$ cat config.mk
export PLATFORM = sky130hd
export DESIGN_NAME = interface_ultrassom_direcao
export DESIGN_NICKNAME = d
export VERILOG_FILES = /design/src/rtl/interface_ultrassom_direcao_pkg.sv /design/src/rtl/interface_ultrassom_direcao_medidor_echo.sv /design/src/rtl/interface_ultrassom_direcao.sv
export SDC_FILE = /design/constraint.sdc
export NUM_CORES = 1
export LEC_CHECK = 0
export CAP_MARGIN = 30
export CORE_UTILIZATION = 60
export CTS_BUF_LIST = sky130_fd_sc_hd__clkbuf_4
export CTS_CLUSTER_DIAMETER = 50
export DETAILED_ROUTE_END_ITERATION = 8
export GPL_TIMING_DRIVEN = 0
export PLACE_DENSITY = 0.88
export SLEW_MARGIN = 20
export SYNTH_ARGS = -nofsm -noshare
export SYNTH_HDL_FRONTEND = slang
export SYNTH_SLANG_ARGS = --single-unit
$ cat constraint.sdc
create_clock -name clock -period 5.4 [get_ports clock]
set_clock_uncertainty 0.05 [all_clocks]
set_input_delay 0.81 -clock clock [delete_from_list [all_inputs] [get_ports clock]]
set_output_delay 0.81 -clock clock [all_outputs]
set_load 0.05 [all_outputs]
$ cat src/rtl/interface_ultrassom_direcao_pkg.sv
// sga_interface_pkg: shared FSM encodings and default timing constants for the ultrasonic steering front-end.
package sga_interface_pkg;
    typedef enum logic [3:0] {
        INICIAL = 4'd0,
        DISPARA = 4'd1,
        MEDE    = 4'd2,
        DECIDE  = 4'd3,
        PRONTO  = 4'd4
    } estado_t;
    localparam int CLK_HZ                 = 50_000_000;
    localparam int TRIGGER_CYCLES_DEF     = 500;
    localparam int CYCLES_PER_CM_DEF      = 2941;
    localparam int TIMEOUT_CYCLES_DEF     = 1_500_000;
    localparam int LIMIAR_CM_DEF          = 10;
    localparam int DIST_W                 = 9;
endpackage

$ cat src/rtl/interface_ultrassom_direcao_medidor_echo.sv
// medidor_echo: measures one synchronised echo pulse width in centimetres, saturating at the output width.
module medidor_echo
    import sga_interface_pkg::*;
#(
    parameter int CYCLES_PER_CM = CYCLES_PER_CM_DEF,
    parameter int DIST_W_P      = DIST_W
) (
    input  logic                clock,
    input  logic                reset,
    input  logic                i_echo,
    input  logic                i_en,
    input  logic                i_clr,
    output logic [DIST_W_P-1:0] o_dist,
    output logic                o_done
);
    localparam int CYC_W = $clog2(CYCLES_PER_CM + 1);
    logic                r_prev;
    logic                r_ativo;
    logic                r_done;
    logic [CYC_W-1:0]    r_cyc;
    logic [DIST_W_P-1:0] r_dist;
    logic                w_rise;
    logic                w_conta;
    logic                w_wrap;
    // an echo already high on entry has r_prev=1, so it needs a fresh rising edge
    assign w_rise  = i_echo & ~r_prev;
    assign w_conta = i_en & ~r_done & (r_ativo | w_rise);
    assign w_wrap  = r_cyc == CYC_W'(CYCLES_PER_CM - 1);
    assign o_dist  = r_dist;
    assign o_done  = r_done;
    always_ff @(posedge clock or negedge reset) begin
        if (!reset) begin
            r_prev  <= 1'b0;
            r_ativo <= 1'b0;
            r_done  <= 1'b0;
            r_cyc   <= '0;
            r_dist  <= '0;
        end else begin
            r_prev <= i_echo;
            if (i_clr) begin
                r_ativo <= 1'b0;
                r_done  <= 1'b0;
                r_cyc   <= '0;
                r_dist  <= '0;
            end else if (w_conta) begin
                if (!i_echo) begin
                    r_done  <= 1'b1;
                    r_ativo <= 1'b0;
                end else begin
                    r_ativo <= 1'b1;
                    r_cyc   <= w_wrap ? '0 : r_cyc + 1'b1;
                    if (w_wrap && !(&r_dist))
                        r_dist <= r_dist + 1'b1;
                end
            end
        end
    end
endmodule

$ cat src/rtl/interface_ultrassom_direcao.sv
// interface_ultrassom_direcao: fires both HC-SR04 sensors, measures both echoes and returns a held left/right turn command.
module interface_ultrassom_direcao
    import sga_interface_pkg::*;
#(
    parameter int TRIGGER_CYCLES = TRIGGER_CYCLES_DEF,
    parameter int CYCLES_PER_CM  = CYCLES_PER_CM_DEF,
    parameter int TIMEOUT_CYCLES = TIMEOUT_CYCLES_DEF,
    parameter int LIMIAR_CM      = LIMIAR_CM_DEF,
    parameter int DIST_W_P       = DIST_W
) (
    input  logic                clock,
    input  logic                reset,
    input  logic                medir,
    input  logic                echo_esq,
    input  logic                echo_dir,
    output logic                trigger_esq,
    output logic                trigger_dir,
    output logic [DIST_W_P-1:0] distancia_esq,
    output logic [DIST_W_P-1:0] distancia_dir,
    output logic                dir,
    output logic                esq,
    output logic                pronto,
    output logic                timeout,
    output logic [3:0]          db_estado
);
    localparam int MAXC  = TIMEOUT_CYCLES > TRIGGER_CYCLES ? TIMEOUT_CYCLES : TRIGGER_CYCLES;
    localparam int CNT_W = $clog2(MAXC + 1);
    localparam logic [DIST_W_P-1:0] DIST_MAX = '1;
    estado_t             r_estado, w_prox;
    logic [CNT_W-1:0]    r_cnt;
    logic [1:0]          r_sync_esq, r_sync_dir;
    logic                r_trigger, r_pronto, r_dir, r_esq, r_timeout;
    logic [DIST_W_P-1:0] r_dist_esq, r_dist_dir;
    logic [DIST_W_P-1:0] w_cm_esq, w_cm_dir, w_dist_esq, w_dist_dir;
    logic                w_done_esq, w_done_dir, w_near_esq, w_near_dir;
    logic                w_clr, w_en, w_fim_disp, w_fim_tmo;
    assign w_clr      = r_estado == INICIAL && medir;
    assign w_en       = r_estado == MEDE;
    assign w_fim_disp = r_cnt == CNT_W'(TRIGGER_CYCLES - 1);
    assign w_fim_tmo  = r_cnt == CNT_W'(TIMEOUT_CYCLES - 1);
    medidor_echo #(.CYCLES_PER_CM(CYCLES_PER_CM), .DIST_W_P(DIST_W_P)) u_esq (
        .clock(clock), .reset(reset), .i_echo(r_sync_esq[1]), .i_en(w_en), .i_clr(w_clr),
        .o_dist(w_cm_esq), .o_done(w_done_esq)
    );
    medidor_echo #(.CYCLES_PER_CM(CYCLES_PER_CM), .DIST_W_P(DIST_W_P)) u_dir (
        .clock(clock), .reset(reset), .i_echo(r_sync_dir[1]), .i_en(w_en), .i_clr(w_clr),
        .o_dist(w_cm_dir), .o_done(w_done_dir)
    );
    // an unfinished sensor reads as far away
    assign w_dist_esq = w_done_esq ? w_cm_esq : DIST_MAX;
    assign w_dist_dir = w_done_dir ? w_cm_dir : DIST_MAX;
    assign w_near_esq = w_dist_esq <= DIST_W_P'(LIMIAR_CM);
    assign w_near_dir = w_dist_dir <= DIST_W_P'(LIMIAR_CM);
    always_comb begin
        w_prox = r_estado;
        case (r_estado)
            INICIAL: w_prox = medir ? DISPARA : INICIAL;
            DISPARA: w_prox = w_fim_disp ? MEDE : DISPARA;
            MEDE:    w_prox = ((w_done_esq & w_done_dir) | w_fim_tmo) ? DECIDE : MEDE;
            DECIDE:  w_prox = PRONTO;
            default: w_prox = INICIAL;
        endcase
    end
    always_ff @(posedge clock or negedge reset) begin
        if (!reset) begin
            r_estado   <= INICIAL;
            r_cnt      <= '0;
            r_sync_esq <= '0;
            r_sync_dir <= '0;
            r_trigger  <= 1'b0;
            r_pronto   <= 1'b0;
            r_dir      <= 1'b0;
            r_esq      <= 1'b0;
            r_timeout  <= 1'b0;
            r_dist_esq <= '0;
            r_dist_dir <= '0;
        end else begin
            r_estado   <= w_prox;
            r_cnt      <= (w_prox != r_estado || r_estado == INICIAL) ? '0 : r_cnt + 1'b1;
            r_sync_esq <= {r_sync_esq[0], echo_esq};
            r_sync_dir <= {r_sync_dir[0], echo_dir};
            r_trigger  <= w_prox == DISPARA;
            r_pronto   <= w_prox == PRONTO;
            if (r_estado == DECIDE) begin
                r_dist_esq <= w_dist_esq;
                r_dist_dir <= w_dist_dir;
                r_dir      <= w_near_dir & ~w_near_esq;
                r_esq      <= w_near_esq & ~w_near_dir;
                r_timeout  <= ~(w_done_esq & w_done_dir);
            end
        end
    end
    assign trigger_esq   = r_trigger;
    assign trigger_dir   = r_trigger;
    assign pronto        = r_pronto;
    assign dir           = r_dir;
    assign esq           = r_esq;
    assign timeout       = r_timeout;
    assign distancia_esq = r_dist_esq;
    assign distancia_dir = r_dist_dir;
    assign db_estado     = r_estado;
endmodule

# == Word-level counts from Yosys, hierarchy flattened ==
# Cells that the tools add are included.
# op_classes
n_addsub,5
n_lt_le_gt_ge,2
eq_ne,12
muxes,35
n_bitwise,19
n_reduce_logical,21
# op_table
cell,count
12-bit two-way mux,8
9-bit two-way mux,10
12-bit by 1-bit adder with 12-bit output (second input constant),2
12-bit == test (second input constant),2
21-bit by 1-bit adder with 21-bit output (second input constant),1
21-bit == test (second input constant),1
21-bit by 9-bit == test with 1-bit output (second input constant),1
21-bit two-way mux,1
9-bit by 1-bit adder with 9-bit output (second input constant),2
9-bit by 4-bit less-or-equal comparator with 1-bit output (second input constant),2
9-bit AND reduction,2
1-bit two-way mux,14
3-bit one-hot mux with 4 select lines,1
2-bit nonzero test,6
1-bit AND,9
4-bit by 1-bit == test with 1-bit output (second input constant),2
4-bit by 2-bit == test with 1-bit output (second input constant),2
2-bit AND reduction,4
1-bit inverter,7
3-bit AND reduction,2
4-bit by 3-bit == test with 1-bit output (second input constant),1
4-bit zero test,1
2-bit by 1-bit != test with 1-bit output (second input constant),2
4-bit != test,1
other kinds (5),10
# totals
reg_bits,100
inputBits,5
output_inout_bits,28
wordCells,115

# == Longest topological paths before layout ==
# Gate-level depths: netlist of run 1.
# logic_depth
word_depth,7
ltp_mapped,9

# == By module ==
# From an unflattened synthesis of run 1, not the netlist that was laid out.
# hier_totals
cells_unflattened,538
area_unflattened_um2,5114.9
# modules_own_cells
module,instances,cells_per_inst,area_per_inst_um2
medidor_echo,2,150,1373.8
interface_ultrassom_direcao,1,238,2367.3

# == Least setup slack after synthesis of run 1 ==
# No wires, ideal clock.
# synth_path
path_type,flip-flop to flip-flop
start,"register u_esq.r_dist[0], in the netlist u_esq.o_dist[0]"
end,"register u_esq.r_dist[7], in the netlist u_esq.o_dist[7]"
setup_time_ns,0.125
t_arrival_ns,2.178
path_slack_ns,3.047
stages_incl_launch_ff,9
n_path_buf,1
period_less_slack_ns,2.353
path_cell_list,dfrtp_1 ha_1 nand3_1 nor2_1 ha_1 or4_1 buf_2 nor4_1 mux2_2
# synth_via
elab_chain_len,5
word_cells_on_any_way,10
# synth_rtl
item,line_no,text
from (decl),interface_ultrassom_direcao_medidor_echo.sv:21,logic [DIST_W_P-1:0] r_dist;
from (signal assigned),interface_ultrassom_direcao_medidor_echo.sv:53,r_dist <= r_dist + 1'b1;
9-bit by 1-bit adder with 9-bit output or 9-bit AND reduction (tied branches),"interface_ultrassom_direcao_medidor_echo.sv:53, interface_ultrassom_direcao_medidor_echo.sv:52",
9-bit two-way mux or 1-bit zero test (tied branches),interface_ultrassom_direcao_medidor_echo.sv:52,if (w_wrap && !(&r_dist))
9-bit two-way mux or 1-bit logical AND (tied branches),"interface_ultrassom_direcao_medidor_echo.sv:46, interface_ultrassom_direcao_medidor_echo.sv:52",
9-bit two-way mux or 2-bit nonzero test (tied branches),n/a,
9-bit two-way mux or 3-bit AND reduction (tied branches),n/a,
# Parallel ways exist; a longest one is shown, timed or not. The select of a mux whose other input is x is not followed.
# A chain may end at the register's enable or synchronous reset.

# == Worst setup path in the final report of run 1 ==
# layout_path
start,"register r_estado[2], in the netlist db_estado[2]"
end,output db_estado[2]
# layout_rtl
item,line_no,text
from (decl),interface_ultrassom_direcao.sv:29,"estado_t r_estado, w_prox;"
from (signal assigned),interface_ultrassom_direcao.sv:78,r_estado <= w_prox;
to (decl),interface_ultrassom_direcao.sv:24,output logic [3:0] db_estado
# No word-level cell between the ends.

==> results.md, run 1 <==
- Measured slew at the worst slew-check pin: ~660 ps
- RSZ-0062 raised after global routing: false
- Vias in the first global route: 4280
- Period utilisation layout: 51.2%
- Final GP Congestion: around 0.89
- Outcome: finished clean
- Root buffer cell: clkbuf_4
- Mapped Area: 5100 um2
- DR WL/cell: 17.0 um
- CTS H-tree lvls: 3
- WL final: ~12000 um
- Crit-path slowest cell: clkdlybuf4s50_1
- DRC viols: 0
- I/O Buffers: 31
- Ranking of synthesized cells by area: dfrtp_1 49%, a31oi_1 4.0%, nand2_1 3.0%
- Initial antenna violation count: 0
- Final Max Tran Viols: 0
- Most common cell after layout, fill and taps aside: dfrtp_1
- First drt pass iteration count: 5
- Worst EP required: about 4500 ps
- Ant. Diodes: 0
- DP HPWL: roughly 8300 um
- Vias/cell: roughly 6.5
- Commonest non-fill, non-tap cells in the layout: 99 x dfrtp_1, 41 x nand2_1, 36 x nor2_1
- Yosys cell types: 60
- F_max: 361 MHz
- Final instance area: 5690 um2
- Pwr dens: between 200 and 250 nW/um2
- Setup Viol. Count Final: 0
- Slew headroom: 55.4%
- Overflow left after global routing: 0
- CTS tree: yes
- Final net count: about 600
- Final Hold Viols: 0
- GRT Overall Usage: 29.1%
- Area Overhead vs Synth: 11.7%
- Non-Filler Instances: about 700
- Top-area cell type share of the netlist area: 48.6%
- Ys async rst share: between 90% and 100%
- Avg Inst Size Synth: 9.57 um2
- Filler cells: between 600 and 700
- Cts repair resizes: 0
- Core Region: approximately 8000 um2
- Leakage: 2.35 nW
- Die ar.: 8870 um2
- Starting Density: around 62%
- Vias post-DR: between 4000 and 5000
- # rows: 33
- Dpl cells: 670
- Largest net degree at the start of global routing: a little under 60
- Hold-fix buffers, CTS: 0
- Io pins: 33
- Worst path top cell family by delay: buffers and inverters
- Chip height: 94.2 um
- Biggest area consumer among synthesized cells: dfrtp_1
- Final ANT Viol Nets: 0
- Maximum vdd drop: 0.135 mV
- Yosys warnings: 0
- Worst reg-to-reg setup slack: 2870 ps
- Clock Latency Late Sink: 460 ps
- Clock buffer depth: 2
- CTS clock-pin slew for the worst setup and hold paths: 170 ps
- Crit path DAT: 1910 ps
- FF+latch count, synth: around 100
- Max incr delay on CP: between 800 and 900 ps
- Period minus WS final: roughly 2800 ps
- Mapped Cells: 533
- Global-route wire length before repair: 20300 um
- Clock sink count: 99
- Placed inst area: 5570 um2
- Share of cells above drive strength 1: 7.39%
- EDFF count, synth: 0
- Critical path fanouts, max: 9
- Top_reg_cell synth: dfrtp_1
- Total CTS buffers: 9
- Setup bufs post-CTS: 0
- Worst path bufs/invs: 1
- Synth Net Count: around 550
- CP Cell Sequence: clkdlybuf4s50_1
- Starting DRT DRC Count: approximately 420
- Endpoint class of the critical path: output port
- Worst hold path class: in2async
- Sequential area share after synthesis: 48.6%
- Max-Cap Viols: 0
- Die X: 94.2 um
- Nature of the critical path startpoint: register
- WS Path Type: reg2out
- Final TNS setup: 0 ps
## worst paths after layout
check                                            start                           end  cells after the start
min in group clock             r_sync_esq[0]$_DFF_PN0_       r_sync_esq[1]$_DFF_PN0_                      0
setup reg to reg           u_esq.o_dist[1]$_DFFE_PN0P_   u_esq.o_dist[7]$_DFFE_PN0P_                      8
hold reg to reg                r_sync_esq[0]$_DFF_PN0_       r_sync_esq[1]$_DFF_PN0_                      0
hold / removal                                   reset  distancia_esq[3]$_DFFE_PN0P_                      1
setup / recovery                db_estado[2]$_DFF_PN0_                  db_estado[2]                      1
max in group asynchronous                        reset            r_cnt[7]$_DFF_PN0_                      2
## sequential cells by signal, summed over array words and instances, names as in the netlist, 2 cells and up
signal / cells
u_dir.r_cyc: 12
distancia_esq: 9
db_estado: 3
r_cnt: 21
r_sync_dir: 2
r_sync_esq: 2
u_dir.o_dist: 9
u_esq.r_cyc: 12
distancia_dir: 9
u_esq.o_dist: 9
## cell families (layout without fill, tap and decap cells)
logic type / after synthesis / count (layout) / synth area share, %
AOI/OAI and AO/OA: 124 / 124 / 16.0
xor gates and xnor gates: 15 / 15 / 2.58
adders and majority gates: 9 / 9 / 2.21
buffers and inverters: 59 / 108 / 4.83
DFF: 99 / 99 / 48.6
muxes: 7 / 7 / 1.45
other: 1 / 1 / 0.0735
and+or+nand+nor: 219 / 219 / 24.3
## stage by stage
stage	util (%)	hold slack, ps	total power [mW]	setup WS, ps
after global routing	69.3	184	1.20	2560
after global placement	67.4	288	0.815	-62.9
after CTS	69.2	189	1.17	2620
after detailed placement	67.8	293	0.820	2580
final	69.3	182	1.16	2630
after floorplan	-	281	0.792	3050
## power breakdown
part / internal, mW / switching [mW]
logic: 0.0152 / 0.0303
registers: 0.750 / 0.0104
clock network: 0.0972 / 0.256
total: 0.863 / 0.297
## layout make-up
type	instances	area, um2	area share [%]
Sequential cell	99	2480	43.5
Multi-Input combinational cell	375	2370	41.7
Timing Repair Buffer	33	344	6.04
Tap cell	105	131	2.31
Buffer	27	126	2.22
Inverter	32	120	2.11
Clock buffer	9	67.6	1.19
Clock inverter	7	51.3	0.901
## layer usage
layer / wire length (um) / track usage (%)
met4: 216 / 9.36
met2: 5810 / 47.9
met5: 0 / 0
met3: 698 / 5.42
met1: 4970 / 38.7
## synthesized netlist by cell type (11+ instances only)
library cell  instances
or3_1                14
o21ai_0              18
clkbuf_1             18
nand4_1              21
nand3_1              24
a31oi_1              33
nand2_1              41
a21oi_1              26
nor2_1               36
inv_1                31
dfrtp_1              99
o31ai_1              11
nor4_1               22
Power figures use the tool's default switching activity.
==> run 2: changes to the inputs <==
clock period = 2.7 ns   (was 5.4 ns; I/O delays follow)
==> results.md, run 2 (same netlist as run 1, synthesis figures left out) <==
- DR WL/cell: 17.1 um (was 17.0 um)
- Place WS: 231 ps (was 2580 ps)
- Nature of the critical path startpoint: register (unchanged)
- Most common cell after layout, fill and taps aside: dfrtp_1 (unchanged)
- Final Max Tran Viols: 0 (unchanged)
- Final Util: 69.4% (was 69.3%)
- Initial antenna violation count: 0 (unchanged)
- Reg with most FFs: r_cnt (unchanged)
- Ant. Diodes: 0 (unchanged)
- Vias in the first global route: 4292 (was 4280)
- RSZ-0062 raised after global routing: false (unchanged)
- Root buffer cell: clkbuf_4 (unchanged)
- Non-Filler Instances: 688 (was 687)
- Regs by FF count: r_cnt (21), u_dir.r_cyc (12), u_esq.r_cyc (12) (unchanged)
- Worst setup margin: 158 ps (was 2630 ps)
- Total power: 2.33 mW (was 1.16 mW)
- Period utilisation layout: between 90% and 100%
- Overflow left after global routing: 0 (unchanged)
- Io pins: 33 (unchanged)
- Final instance area: 5700 um2 (was 5690 um2)
- Die X: 94.2 um (unchanged)
- Total CTS buffers: 9 (unchanged)
- Area Overhead vs Synth: 11.9% (was 11.7%)
- Endpoint class of the critical path: register (was output port)
- Placed inst area: 5570 um2 (unchanged)
- Final Hold Viols: 0 (unchanged)
- CTS tree: yes (unchanged)
- DRC viols: 0 (unchanged)
- Final ANT Viol Nets: 0 (unchanged)
- GRT Overall Usage: 29.1% (about the same)
- Chip height: 94.2 um (unchanged)
- DP HPWL: 8330 um (unchanged)
- WS Path Type: reg2reg (was reg2out)
- Slew headroom: 54.4% (was 55.4%)
- Worst hold path class: reg2reg (was in2async)
- Final TNS setup: 0 ps (unchanged)
- Vias/cell: 6.49 (about the same)
- Crit path DAT: 2860 ps (was 1910 ps)
- First drt pass iteration count: 5 (unchanged)
- Critical path fanouts, max: 9 (unchanged)
- WL final: 11800 um (was 11700 um)
- Core Region: 8220 um2 (unchanged)
- Worst EP required: 3020 ps (was 4540 ps)
- Commonest non-fill, non-tap cells in the layout: 99 x dfrtp_1, 41 x nand2_1, 36 x nor2_1 (unchanged)
- Dpl cells: 670 (unchanged)
- Measured slew at the worst slew-check pin: 678 ps (was 664 ps)
- I/O Buffers: 31 (unchanged)
- Clock sink count: 99 (unchanged)
- # rows: 33 (unchanged)
- Number of flip-flops in the largest register: 21 (unchanged)
- Hold_sp: r_sync_esq[0]$_DFF_PN0_
- CTS clock-pin slew for the worst setup and hold paths: 170 ps (about the same)
- Final GP Congestion: 0.891 (unchanged)
- Final hold slack: 324 ps (was 182 ps)
- Clock buffer depth: 2 (unchanged)
- Setup Viol. Count Final: 0 (unchanged)
- Outcome: finished clean (unchanged)
- F_max: slightly below 400 MHz
- Final net count: 592 (was 591)
- CTS H-tree lvls: 3 (unchanged)
- Cts repair resizes: 0 (unchanged)
- Vias post-DR: 4465 (was 4456)
- Max-Cap Viols: 0 (unchanged)
- Die ar.: 8870 um2 (unchanged)
- Worst Setup SP: u_esq.o_dist[1]$_DFFE_PN0P_ (was db_estado[2]$_DFF_PN0_)
- Pwr dens: 408 nW/um2 (was 204 nW/um2)
- Share of cells above drive strength 1: 7.38% (was 7.39%)
- Period minus WS final: 2540 ps
- Largest net degree at the start of global routing: 58 (unchanged)
- Clock Latency Late Sink: 450 ps (was 460 ps)
- Maximum vdd drop: 0.269 mV (was 0.135 mV)
- Leakage: 2.35 nW (about the same)
- Global-route wire length before repair: 20300 um (about the same)
- R2r startpoint: u_esq.o_dist[1]$_DFFE_PN0P_ (unchanged)
- Starting Density: 62.1% (unchanged)
- Starting DRT DRC Count: 411 (was 418)
[run 2: changes by cell type in the layout (fill, tap and decap cells not counted)]
cell and change:
dlygate4sd3_1 +1
[run 2: path summary, 6_finish.rpt]
| kind | depth (start not counted) | to | slack [ps] |
|---|---|---|---|
| worst max-delay path | 8 | u_esq.o_dist[7]$_DFFE_PN0P_ | 160 |
| worst min-delay path | 0 | r_sync_esq[1]$_DFF_PN0_ | 320 |
| worst max register to register | 8 | u_esq.o_dist[7]$_DFFE_PN0P_ | 160 |
| worst min register to register | 0 | r_sync_esq[1]$_DFF_PN0_ | 320 |
| max in group asynchronous | 3 | r_cnt[7]$_DFF_PN0_ | 1620 |
| min in group asynchronous | 2 | distancia_esq[3]$_DFFE_PN0P_ | 360 |
[run 2: layout make-up]
| cell class | count | area [um2] |
|---|---|---|
| fill | 604 | 2510 |
| sequential | 99 | 2480 |
| timing repair buffer | 34 | 354 |
| inverter | 32 | 120 |
| clock inverter | 7 | 51.3 |
| clock buffer | 9 | 67.6 |
| buffer | 27 | 126 |
| multi-input combinational | 375 | 2370 |
| tap | 105 | 131 |
[run 2: critical path, stage by stage, from the launching register on]
cell and delay, ps:
dfrtp_1 450, ha_1 240, nand3_1 90, nor2_1 40, ha_1 220, or4_1 510, buf_2 180, nor4_1 290
mux2_2 370
[run 2: repair_timing]
| item | CTS | global route |
|---|---|---|
| endpoints found under the setup margin | 0 | 0 |
| buffers inserted | 0 | 0 |
| hold buffers | 1 | 0 |
| endpoints found under the hold margin | 42 | 0 |
[run 2: metal layers]
| metal | GRT usage [%] | routed length (um) | up-vias |
|---|---|---|---|
| met5 | 0 | 0 | - |
| met3 | 5.42 | 701 | 26 |
| met1 | 38.7 | 5030 | 2166 |
| met2 | 48.0 | 5830 | 201 |
| li1 | - | - | 2072 |
| met4 | 9.36 | 209 | 0 |
[run 2: report_power, final]
group	internal, mW	total [mW]	switching (mW)	leakage (nW)
clock network	0.195	0.712	0.517	0.0627
registers	1.50	1.52	0.0209	1.26
logic	0.0313	0.0923	0.0611	1.03
total	1.73	2.33	0.599	2.35
==> run 3: changes to the inputs <==
CORE_UTILIZATION = 55   (was 60)
PLACE_DENSITY = 0.85   (was 0.88)
clock period = 2.1 ns   (was 2.7 ns; I/O delays follow)
==> results.md, run 3 (same netlist as run 1, synthesis figures left out) <==
- Final net count: 632 (was 592)
- Worst reg-to-reg setup slack: -80 ps (was 160 ps)
- Starting Density: 57.6% (was 62.1%)
- Final instance area: 6380 um2 (was 5700 um2)
- Slew headroom: 57.0% (was 54.4%)
- Nature of the critical path startpoint: register (unchanged)
- # rows: 34 (was 33)
- Dpl cells: 673 (was 670)
- Total CTS buffers: 9 (unchanged)
- CTS clock-pin slew for the worst setup and hold paths: 170 ps (about the same)
- Ant. Diodes: 0 (unchanged)
- RSZ-0062 raised after global routing: true (was false)
- Worst hold path class: in2async (was reg2reg)
- Die ar.: 9660 um2 (was 8870 um2)
- R2r startpoint: u_esq.o_dist[1]$_DFFE_PN0P_ (unchanged)
- Die X: 98.3 um (was 94.2 um)
- Clock Latency Late Sink: 470 ps (was 450 ps)
- Final ANT Viol Nets: 0 (unchanged)
- Maximum vdd drop: 0.287 mV (was 0.269 mV)
- CTS H-tree lvls: 3 (unchanged)
- Starting DRT DRC Count: 351 (was 411)
- Root buffer cell: clkbuf_4 (unchanged)
- Io pins: 33 (unchanged)
- DRC viols: 6 (was 0)
- Final Hold Viols: 0 (unchanged)
- WS Path Type: reg2reg (unchanged)
- Final TNS setup: -267 ps (was 0 ps)
- Period utilisation layout: 104% (was 94.2%)
- Outcome: complete, but fails checks (was finished clean)
- Clock sink count: 99 (unchanged)
- Initial antenna violation count: 0 (unchanged)
- Vias/cell: 6.48 (was 6.49)
- Core Region: 8850 um2 (was 8220 um2)
- Vias in the first global route: 4381 (was 4292)
- Leakage: 2.73 nW (was 2.35 nW)
- DR WL/cell: 18.0 um (was 17.1 um)
- Most common cell after layout, fill and taps aside: dfrtp_1 (unchanged)
- Chip height: 98.3 um (was 94.2 um)
- Placed inst area: 5600 um2 (was 5570 um2)
- Capturing point of the worst reg2reg path: u_esq.o_dist[3]$_DFFE_PN0P_ (was u_esq.o_dist[7]$_DFFE_PN0P_)
- Final GP Congestion: 0.897 (was 0.891)
- Number of flip-flops in the largest register: 21 (unchanged)
- Violated checks: DRC, setup timing
- I/O Buffers: 31 (unchanged)
- Crit path DAT: 2550 ps (was 2860 ps)
- Setup Viol. Count Final: 6 (was 0)
- Regs by FF count: r_cnt (21), u_dir.r_cyc (12), u_esq.r_cyc (12) (unchanged)
- Worst EP required: 2470 ps (was 3020 ps)
- Non-Filler Instances: 731 (was 688)
- Filler cells: 578 (was 604)
- GRT Overall Usage: 26.7% (was 29.1%)
- F_max: 458 MHz (was 393 MHz)
- Endpoint class of the critical path: register (unchanged)
- Area Overhead vs Synth: 25.2% (was 11.9%)
- Total power: 3.18 mW (was 2.33 mW)
- Largest net degree at the start of global routing: 69 (was 58)
- Measured slew at the worst slew-check pin: 640 ps (was 678 ps)
- Period minus WS final: 2180 ps (was 2540 ps)
- Global-route wire length before repair: 20700 um (was 20300 um)
- Overflow left after global routing: 0 (unchanged)
- Reg with most FFs: r_cnt (unchanged)
- WL final: 13100 um (was 11800 um)
- Vias post-DR: 4734 (was 4465)
- Final Util: 72.2% (was 69.4%)
- DP HPWL: 7860 um (was 8330 um)
- Share of cells above drive strength 1: 23.4% (was 7.38%)
- Clock buffer depth: 2 (unchanged)
- Pwr dens: 498 nW/um2 (was 408 nW/um2)
- Place WS: -278 ps (was 231 ps)
- Commonest non-fill, non-tap cells in the layout: 90 x dfrtp_1, 48 x buf_4, 40 x nand2_1 (was 99 x dfrtp_1, 41 x nand2_1, 36 x nor2_1)
- Critical path fanouts, max: 5 (was 9)
- Final hold slack: 219 ps (was 324 ps)
- Final Max Tran Viols: 0 (unchanged)
- First drt pass iteration count: 7 (was 5)
- CTS tree: yes (unchanged)
- Worst R2R Path Depth: 7 (was 8)
- Worst setup margin: -84.0 ps (was 158 ps)
- Max-Cap Viols: 0 (unchanged)
run 3: cell count changes in the layout (fill, tap and decap cells not counted), sizes merged, moves of 2 or more:
cell / delta
clkbuf: -7
clkdlybuf4s50: -5
buf: +47
clkinvlp: -2
dlygate4sd2: +2
inv: +2
dlymetal6s2s: +3
run 3: routing by layer:
layer / wire length (um) / vias up / part of all wire [%] / GRT usage (%)
met5: 0 / - / 0 / 0
met4: 388 / 0 / 3.0 / 13.1
met3: 815 / 38 / 6.2 / 4.29
met2: 6350 / 212 / 48 / 43.0
met1: 5560 / 2331 / 42 / 35.3
li1: - / 2153 / - / -
run 3: cell type report:
type	instances	area (um2)	share of cell area (%)
repair buffers	78	696	10.9
flip-flops and latches	99	2490	39.0
clock buffers	9	67.6	1.06
multi-input cells	375	2660	41.6
clock inverters	7	72.6	1.14
well taps	108	135	2.12
inverters	32	120	1.88
plain buffers	23	146	2.29
run 3: how the worst max path moves through the flow:
stage	from	end	slack [ps]	cells after the start
global route	u_esq.o_dist[1]$_DFFE_PN0P_	u_esq.o_dist[3]$_DFFE_PN0P_	-150	7
CTS	u_esq.o_dist[0]$_DFFE_PN0P_	u_esq.o_dist[3]$_DFFE_PN0P_	-100	8
global placement	reset	db_estado[1]$_DFF_PN0_	-3300	1
finish	u_esq.o_dist[1]$_DFFE_PN0P_	u_esq.o_dist[3]$_DFFE_PN0P_	-80	7
floorplan	u_esq.o_dist[1]$_DFFE_PN0P_	u_esq.o_dist[7]$_DFFE_PN0P_	-70	8
detailed placement	u_esq.r_cyc[1]$_DFFE_PN0P_	u_esq.r_cyc[3]$_DFFE_PN0P_	-280	7
run 3: timing repair:
item	CTS	global route
gates resized for setup	30	62
setup buffers	21	24
endpoints found under the setup margin	58	64
pin swaps	10	15
hold buffers	1	0
hold endpoints to repair	31	0
run 3: critical path, cell delays in order, from the launching register on:
cell	delay, ps
dfrtp_1	430
ha_2	200
nand3_2	70
nor2_2	40
ha_2	190
or4_4	570
or4_4	440
a21oi_2	140
run 3: report_power, final:
part / switching, mW / leakage (nW) / internal, mW / total (mW)
Clock: 0.697 / 0.0768 / 0.374 / 1.07
Sequential: 0.0272 / 1.25 / 1.93 / 1.96
Combinational: 0.0933 / 1.40 / 0.0589 / 0.152
Total: 0.817 / 2.73 / 2.36 / 3.18
